File: config.mk
export PLATFORM = sky130hd
export DESIGN_NAME = replay_ctrl
export DESIGN_NICKNAME = d
export VERILOG_FILES = /design/src/rtl/replay_pkg.sv /design/src/rtl/rr_arb.sv /design/src/rtl/replay_ctrl.sv
export SDC_FILE = /design/constraint.sdc
export NUM_CORES = 1
export LEC_CHECK = 0
export ABC_AREA = 1
export ABC_CLOCK_PERIOD_IN_PS = 1590
export CAP_MARGIN = 20
export CORE_MARGIN = 3
export CORE_UTILIZATION = 37
export CTS_BUF_LIST = sky130_fd_sc_hd__clkbuf_8
export DETAILED_ROUTE_END_ITERATION = 8
export PLACE_DENSITY = 0.93
export SLEW_MARGIN = 10
export SYNTH_ARGS = -nofsm -noshare
export SYNTH_HDL_FRONTEND = slang
export SYNTH_SLANG_ARGS = --single-unit
File: constraint.sdc
create_clock -name clk -period 1.59 [get_ports clk]
set_input_delay 0.318 -clock clk [delete_from_list [all_inputs] [get_ports clk]]
set_output_delay 0.318 -clock clk [all_outputs]
set_load 0.02 [all_outputs]
File: src/rtl/replay_pkg.sv
// ============================================================================
//  Module      : replay_pkg
//  Description : Shared types and default constants for the replay controller
//                (FSM state enum, default parameters, statistics counter width).
//  Revision    : 1.0 - initial release
// ============================================================================
`default_nettype none

package replay_pkg;

  // Default configuration of the replay controller
  localparam int N_DEF          = 10;
  localparam int R_DEF          = 4;
  localparam int BO_LOG_MAX_DEF = 4;
  localparam int LL_THRESH_DEF  = 8;

  // Width of each per-source replay statistics counter
  localparam int STAT_W = 16;

  // Replay FSM states
  typedef enum logic [1:0] {
    ST_IDLE    = 2'd0,
    ST_FLUSH   = 2'd1,
    ST_BACKOFF = 2'd2
  } rpl_state_e;

endpackage : replay_pkg

`default_nettype wire

File: src/rtl/rr_arb.sv
// ============================================================================
//  Module      : rr_arb
//  Description : Round-robin arbiter. Grants the first asserted request at or
//                after the priority pointer (wrapping); the pointer moves to
//                granted index + 1 only when adv is high and a grant exists.
//  Revision    : 1.0 - initial release
// ============================================================================
`default_nettype none

module rr_arb #(
  parameter int R = 4
) (
  input  logic         clk,
  input  logic         rst_n,
  input  logic [R-1:0] req,
  input  logic         adv,
  output logic [R-1:0] gnt
);

  localparam int PW = (R > 1) ? $clog2(R) : 1;

  logic [PW-1:0] ptr_q;
  logic [PW-1:0] ptr_d;
  logic          found_w;

  // Two passes: indices at/above the pointer first, then the wrapped ones
  always_comb begin
    gnt     = '0;
    found_w = 1'b0;
    ptr_d   = ptr_q;
    for (int i = 0; i < R; i++) begin
      if (!found_w && req[i] && (i >= int'(ptr_q))) begin
        gnt[i]  = 1'b1;
        found_w = 1'b1;
        ptr_d   = PW'((i + 1) % R);
      end
    end
    for (int i = 0; i < R; i++) begin
      if (!found_w && req[i]) begin
        gnt[i]  = 1'b1;
        found_w = 1'b1;
        ptr_d   = PW'((i + 1) % R);
      end
    end
  end

  // Priority pointer moves only on an actual grant
  always_ff @(posedge clk) begin
    if (!rst_n) begin
      ptr_q <= '0;
    end else if (adv && found_w) begin
      ptr_q <= ptr_d;
    end
  end

endmodule : rr_arb

`default_nettype wire

File: src/rtl/replay_ctrl.sv
// ============================================================================
//  Module      : replay_ctrl
//  Description : Stage-8 replay controller. Issues a replay strobe, flushes for
//                one cycle, then backs off for 2^min(consec,BO_LOG_MAX) cycles.
//                Tracks consecutive replays, flags livelock, arbitrates the
//                charged source round-robin and drives pipe stall requests.
//  Options     : REPLAY_CTRL_STATS_EN - per-source 16-bit saturating replay
//                counters on stat_cnt (tied to 0 when undefined).
//  Revision    : 1.0 - initial release
// ============================================================================
`default_nettype none

module replay_ctrl
  import replay_pkg::*;
#(
  parameter int N          = N_DEF,
  parameter int R          = R_DEF,
  parameter int BO_LOG_MAX = BO_LOG_MAX_DEF,
  parameter int LL_THRESH  = LL_THRESH_DEF
) (
  input  logic              clk,
  input  logic              rst_n,
  input  logic              s8_vld,
  input  logic              s8_commit,
  input  logic [R-1:0]      rpl_req,
  input  logic [N-1:0]      ext_stall_req,
  output logic              replay_s8_w,
  output logic [N-1:0]      stall_req,
  output logic [R-1:0]      rpl_gnt,
  output logic              busy,
  output logic              livelock_r,
  output logic [R*STAT_W-1:0] stat_cnt
);

  localparam int CW = $clog2(LL_THRESH) + 1;
  localparam int BW = BO_LOG_MAX + 1;
  localparam logic [CW-1:0] LL_C = CW'(LL_THRESH);

  rpl_state_e    state_q;
  logic [CW-1:0] consec_q;
  logic [CW-1:0] consec_d;
  logic [BW-1:0] bo_q;
  logic [BW-1:0] bo_load_w;
  logic          livelock_q;
  logic [R-1:0]  arb_gnt_w;
  logic          idle_w;
  int unsigned   bo_exp_w;

  assign idle_w      = (state_q == ST_IDLE);
  // Outputs are gated by reset so they read quiet while rst_n is low
  assign replay_s8_w = rst_n & idle_w & s8_vld & (|rpl_req);
  assign busy        = rst_n & ~idle_w;
  assign rpl_gnt     = replay_s8_w ? arb_gnt_w : '0;
  assign livelock_r  = livelock_q;

  rr_arb #(
    .R (R)
  ) u_rr_arb (
    .clk   (clk),
    .rst_n (rst_n),
    .req   (rpl_req),
    .adv   (replay_s8_w),
    .gnt   (arb_gnt_w)
  );

  // Stall pass-through; own stall on stage 0 while busy, last stage never stalls
  always_comb begin
    stall_req      = ext_stall_req;
    stall_req[0]   = ext_stall_req[0] | busy;
    stall_req[N-1] = 1'b0;
  end

  // Consecutive-replay counter: saturating increment wins over commit clear
  always_comb begin
    consec_d = consec_q;
    if (replay_s8_w) begin
      if (consec_q != '1) begin
        consec_d = consec_q + 1'b1;
      end
    end else if (s8_commit) begin
      consec_d = '0;
    end
  end

  // Backoff reload L-1 = 2^min(consec,BO_LOG_MAX)-1 as a run of low ones
  always_comb begin
    bo_exp_w = 32'(consec_q);
    if (bo_exp_w > BO_LOG_MAX) begin
      bo_exp_w = BO_LOG_MAX;
    end
    bo_load_w = '0;
    for (int i = 0; i < BW; i++) begin
      if (i < bo_exp_w) begin
        bo_load_w[i] = 1'b1;
      end
    end
  end

  // Replay FSM with consecutive count, backoff counter and sticky livelock
  always_ff @(posedge clk) begin
    if (!rst_n) begin
      state_q    <= ST_IDLE;
      consec_q   <= '0;
      bo_q       <= '0;
      livelock_q <= 1'b0;
    end else begin
      consec_q <= consec_d;
      if (consec_d >= LL_C) begin
        livelock_q <= 1'b1;
      end
      case (state_q)
        ST_IDLE: begin
          if (replay_s8_w) begin
            state_q <= ST_FLUSH;
          end
        end
        ST_FLUSH: begin
          // consec_q already holds the post-increment count here
          state_q <= ST_BACKOFF;
          bo_q    <= bo_load_w;
        end
        ST_BACKOFF: begin
          if (bo_q == '0) begin
            state_q <= ST_IDLE;
          end else begin
            bo_q <= bo_q - 1'b1;
          end
        end
        default: begin
          state_q <= ST_IDLE;
        end
      endcase
    end
  end

`ifdef REPLAY_CTRL_STATS_EN
  generate
    for (genvar g = 0; g < R; g++) begin : g_stats
      logic [STAT_W-1:0] cnt_q;

      // Saturating per-source replay count
      always_ff @(posedge clk) begin
        if (!rst_n) begin
          cnt_q <= '0;
        end else if (rpl_gnt[g] && (cnt_q != '1)) begin
          cnt_q <= cnt_q + 1'b1;
        end
      end

      assign stat_cnt[g*STAT_W +: STAT_W] = cnt_q;
    end
  endgenerate
`else
  assign stat_cnt = '0;
`endif

endmodule : replay_ctrl

`default_nettype wire

Yosys cells after proc, flatten, opt, wreduce, memory -nomap -nowiden --
Cells that the tools add are included. Widths: inputs -> output; s select.
Cells by class: bitwise gates (word level) 6, equality and inequality tests 6, add/subtract/negate cells 2, order comparisons 10, reductions and logical operators 26, multiplexer cells 38
Operators by type and width (number):
- $lt 1x32->1 const A | 2
- $lt 2x32->1 const A | 2
- $lt 3x32->1 const A | 1
- $mux 1 | 20
- $mux 2 | 10
- $mux 4 | 5
- $logic_and 1x1->1 | 11
- $pmux 5 s2 | 1
- $reduce_bool 8->1 | 1
- $logic_not 1->1 | 7
- $ne 2x2->1 const B | 3
- $pmux 2 s3 | 1
- $reduce_and 2->1 | 3
- $logic_not 5->1 | 1
- $mux 5 | 1
- $sub 5x1->5 const B | 1
- $add 4x1->4 const B | 1
- $and 1x1->1 | 4
- $ge 1x2->1 const A | 2
- $ge 4x4->1 const B | 1
- $gt 4x3->1 const B | 1
- $ne 4x4->1 const B | 1
- $reduce_or 4->1 | 1
- $eq 2x1->1 const B | 1
- other kinds (6) | 6
Word-level totals: logic and storage cells 93, register bits 14

Logic depth before layout (Yosys ltp) --
depth in word-level cells 28, depth in mapped cells 9, mapped depth without buffers 9

By module --
Synthesis repeated with hierarchy kept, for this count alone.
Second synthesis, totals: cells, all modules 240, area, all modules 1585.3 sq um
By module, submodules not included:
- replay_ctrl | seq. area each 240.2 sq um, times used 1, cells an instance 203, area an instance 1348.8 sq um
- rr_arb | seq. area each 40.0 sq um, times used 1, cells an instance 37, area an instance 236.5 sq um

Worst setup path after synthesis --
No wires, ideal clock.
path type register to output, from register u_rr_arb.ptr_q[1], to output rpl_gnt[0], required time 1.272 ns, buffers on the path 0, setup slack 0.096 ns, stages on the path, launching flop included 7, arrival time 1.176 ns, cell sequence dfxtp_1 > inv_1 > nand2_1 > inv_1 > o21ai_0 > nand4_1 > a21oi_1
Between the ends: longest elaborated chain between the ends 18, elaborated cells between the ends (all ways) 20, classes of those cells 3 x order compare; 6 x mux; 11 x reduce/logical
RTL lines:
- start, declared | RTL line rr_arb.sv:22 | logic [PW-1:0] ptr_q;
- start signal, assigned | RTL line rr_arb.sv:52 | ptr_q <= ptr_d;
- $ge 1x2->1 | RTL line rr_arb.sv:32 | if (!found_w && req[i] && (i >= int'(ptr_q))) begin
- $logic_and 1x1->1 | RTL line rr_arb.sv:32
- $mux 1 | RTL line rr_arb.sv:32
- $logic_not 1->1 | RTL line rr_arb.sv:32
- $logic_and 1x1->1 (2 in series) | RTL line rr_arb.sv:32
- $mux 1 | RTL line rr_arb.sv:32
- $logic_not 1->1 | RTL line rr_arb.sv:32
- $logic_and 1x1->1 (2 in series) | RTL line rr_arb.sv:32
- $mux 1 | RTL line rr_arb.sv:32
- $logic_not 1->1 | RTL line rr_arb.sv:32
- $logic_and 1x1->1 | RTL line rr_arb.sv:32
- $mux 1 | RTL line rr_arb.sv:32
- $logic_not 1->1 | RTL line rr_arb.sv:39 | if (!found_w && req[i]) begin
- $logic_and 1x1->1 | RTL line rr_arb.sv:39
- $mux 1 (*) | RTL line rr_arb.sv:39
- $mux 4 (*) | RTL line replay_ctrl.sv:53 | assign rpl_gnt = replay_s8_w ? arb_gnt_w : '0;
- end, declared | RTL line replay_ctrl.sv:29 | output logic [R-1:0] rpl_gnt,
Mark *: on every way between the ends. The rest lies on a longest branch, timed or not.

Final worst setup path --
Ends and elaborated chain as after synthesis.

==> results.py <==
metrics = {
    "status": {
        "status": "finished, violations left",
        "failed_checks": "negative setup slack",
    },
    "clock_network": {
        "root_buffer": "clkbuf_8",
        "cts_tree": "built",
        "numCtsBuffers": 3,
        "cts_hold_buffers": 0,
        "cts_sinks": 14,
        "clk_pin_slew_ns": 0.06,
        "insertion_delay_ns": 0.24,
        "htreeDepth": 1,
        "clockBufferDepth": 2,
    },
    "synthesis": {
        "synth-xor-area-share": 0.01775,
        "synth.distinct_cells": 22,
        "yosys.area_share.adder": 0.03381,
        "synth_warnings": 0,
        "synth_mux_area_frac": 0,
        "synth-compound-area-share": 0.1090,
        "yosys.area_share.simple": 0.1927,
        "netlist_area_mm2": 0.001480,
        "synth_top_area_frac": 0.3702,
        "synth_top_area_cell": "buf_4",
        "yosysSeqAreaShare": 0.1893,
        "synth_top_family_by_area": "buffers and inverters",
        "syn_area_per_cell_um2": 6.759,
        "synth_seq_cells": 14,
        "syn_inst": 219,
        "synth.area.top_cells": "buf_4 37%, dfxtp_1 19%, nand2_1 7.9%",
    },
    "global_route": {
        "grt_pass1_vias": 971,
        "grt_use_total": 0.1003,
        "grt_overflow": 0,
        "antenna_found_initial": 0,
        "grt_pass1_wl_um": 4160,
        "grt_max_degree": 10,
    },
    "critical_path": {
        "max_stage_delay_ns": 0.37,
        "cp_max_fo": 3,
        "worstPathRequired_ns": 1.27,
        "crit_buf_inv": 2,
        "slowest_stage": "dfxtp_4",
        "worstSetupPathType": "reg2out",
        "arrival_ns": 1.49,
        "path_cells": "nand2_2 > nand2_4 > inv_4 > o21ai_2 > nand4_1 > a21oi_1 > buf_4",
        "cp-end-kind": "output pin",
        "cp-start-kind": "flip-flop",
        "cpLargestDelayFamily": "flip-flops",
    },
    "timing": {
        "tns_ns": -0.4535,
        "drv_slew": 0,
        "setup_ws_ns": -0.2207,
        "grt_setup_unrepaired": "yes",
        "fmax_ghz": 0.5523,
        "setup_violations": 4,
        "min_period_ns": 1.811,
        "hold_viol": 0,
        "skew_ns": 0.001815,
        "finalCritPeriodShare": 1.139,
    },
    "floorplan": {
        "fp.dieW_um": 69.25,
        "coreArea_mm2": 0.003771,
        "initial_core_util": 0.3925,
        "dieArea_mm2": 0.004796,
        "rows": 22,
        "pin_count": 99,
        "die_h_um": 69.25,
    },
    "final_layout": {
        "final_cell_mix": "65 x conb_1, 26 x nand2_1, 22 x inv_1, 18 x buf_4, 17 x o21ai_0",
        "antenna_cells": 0,
        "drive_above_1_share": 0.2172,
        "final_core_util": 0.4207,
        "fill_cells": 367,
        "mostFrequentLayoutCell": "conb_1",
        "syn_to_final_growth_pct": 7.185,
        "fin_nets": 267,
    },
    "drt": {
        "ant_nets": 0,
        "met2_length_um": 1445,
        "drt_wl_total_um": 2818,
        "drc": 0,
        "num_vias": 1189,
        "dr.pass1.iters": 7,
        "wirelength_met1_um": 1080,
        "met3_length_um": 240,
        "viasPerCell": 4.072,
        "drtIter0Drc": 50,
        "wl_per_cell_um": 9.651,
        "maxUsedRoutingLayer": "met4",
    },
    "power": {
        "peakVddDrop_uv": 584.2,
        "totalPowerFinal_uw": 1178,
        "leakage_uw": 0.0008630,
        "power.density_mw_per_mm2": 742.4,
    },
    "place": {
        "place_congestion": 0.8397,
        "port_buffers": 16,
        "hpwl_um": 2002,
    },
    "worst_hold_path": {
        "hold_path_class": "reg2reg",
    },
    "job": {
        "cap_violations": 0,
    },
}
==> registers in the layout (all words and copies together), names as in the netlist <==
register        flops
consec_q            4
livelock_r          1
u_rr_arb.ptr_q      2
state_q             2
bo_q                5
==> per-layer routing <==
| metal | GRT usage | vias to the layer above |
|---|---|---|
| li1 | - | 591 |
| met5 | 0 | - |
| met1 | 0.1225 | 528 |
| met2 | 0.1737 | 58 |
| met4 | 0.02169 | 0 |
| met3 | 0.02899 | 12 |
==> final timing paths <==
path,from,end,slack (ns),depth (start not counted)
worst max-delay path,u_rr_arb.ptr_q[1]$_SDFFE_PN0P_,rpl_gnt[0],-0.22,7
worst min-delay path,livelock_r$_SDFFE_PN0P_,livelock_r$_SDFFE_PN0P_,0.44,2
worst max register to register,state_q[0]$_SDFFE_PN0P_,bo_q[0]$_SDFFE_PN0P_,0.24,9
worst min register to register,livelock_r$_SDFFE_PN0P_,livelock_r$_SDFFE_PN0P_,0.44,2
==> Yosys cell counts <==
library cell  number
o21ai_0           18
nor2_4             1
nand3_1           12
nand2_2            3
o21ai_4            1
a21oi_1           11
xnor2_1            2
buf_6              1
nand2_1           31
ha_1               4
nand4_1            2
or2_2              1
nor2_1            13
dfxtp_1           14
conb_1             1
xor2_1             1
inv_1             24
clkinv_1           3
inv_2              1
nand2_4            1
inv_6              1
buf_4             73
==> kinds of logic after synthesis <==
family	Yosys count
other	1
and+or+nand+nor	64
AOI/OAI and AO/OA	30
adders and majority gates	4
buffers and inverters	103
xor gates and xnor gates	3
DFF	14
==> repair_timing <==
action	CTS	global route
setup endpoints to repair	7	6
cloned	0	0
pin swaps	6	11
setup buffers	1	2
gates resized for setup	48	18
==> stage by stage <==
stage               setup slack, ns  cells  instance area (µm²)  hold slack, ns
global route                -0.2853    292                 1587          0.4778
finish                      -0.2207    292                 1587          0.4418
detailed placement          -0.7859    285                 1471          0.4398
floorplan                   0.09606    283                 1720          0.4434
global placement            -0.7443    285                 1471          0.4366
CTS                        -0.06389    290                 1539          0.4452
==> where the power goes <==
group | internal [µW] | switching (µW)
Sequential | 375 | 21.4
Combinational | 125 | 308
Clock | 219 | 129
Total | 719 | 459
==> final cells by class <==
cell class	count	area, µm²	area share
tap	48	60.06	0.03785
sequential	14	285.3	0.1798
multi-input combinational	166	820.8	0.5174
clock buffer	4	55.05	0.03470
timing repair buffer	31	247.7	0.1562
inverter	29	117.6	0.07413
==> worst register-to-register path, cell delays in order, from the launching register on <==
cell     delay, ns
dfxtp_1       0.33
inv_1         0.06
buf_4         0.13
nand2_1       0.13
inv_1         0.09
o21ai_0       0.20
inv_1         0.07
nand3_1       0.08
o21ai_0       0.09
nor2_1        0.10
(Power assumes the default switching activity.)
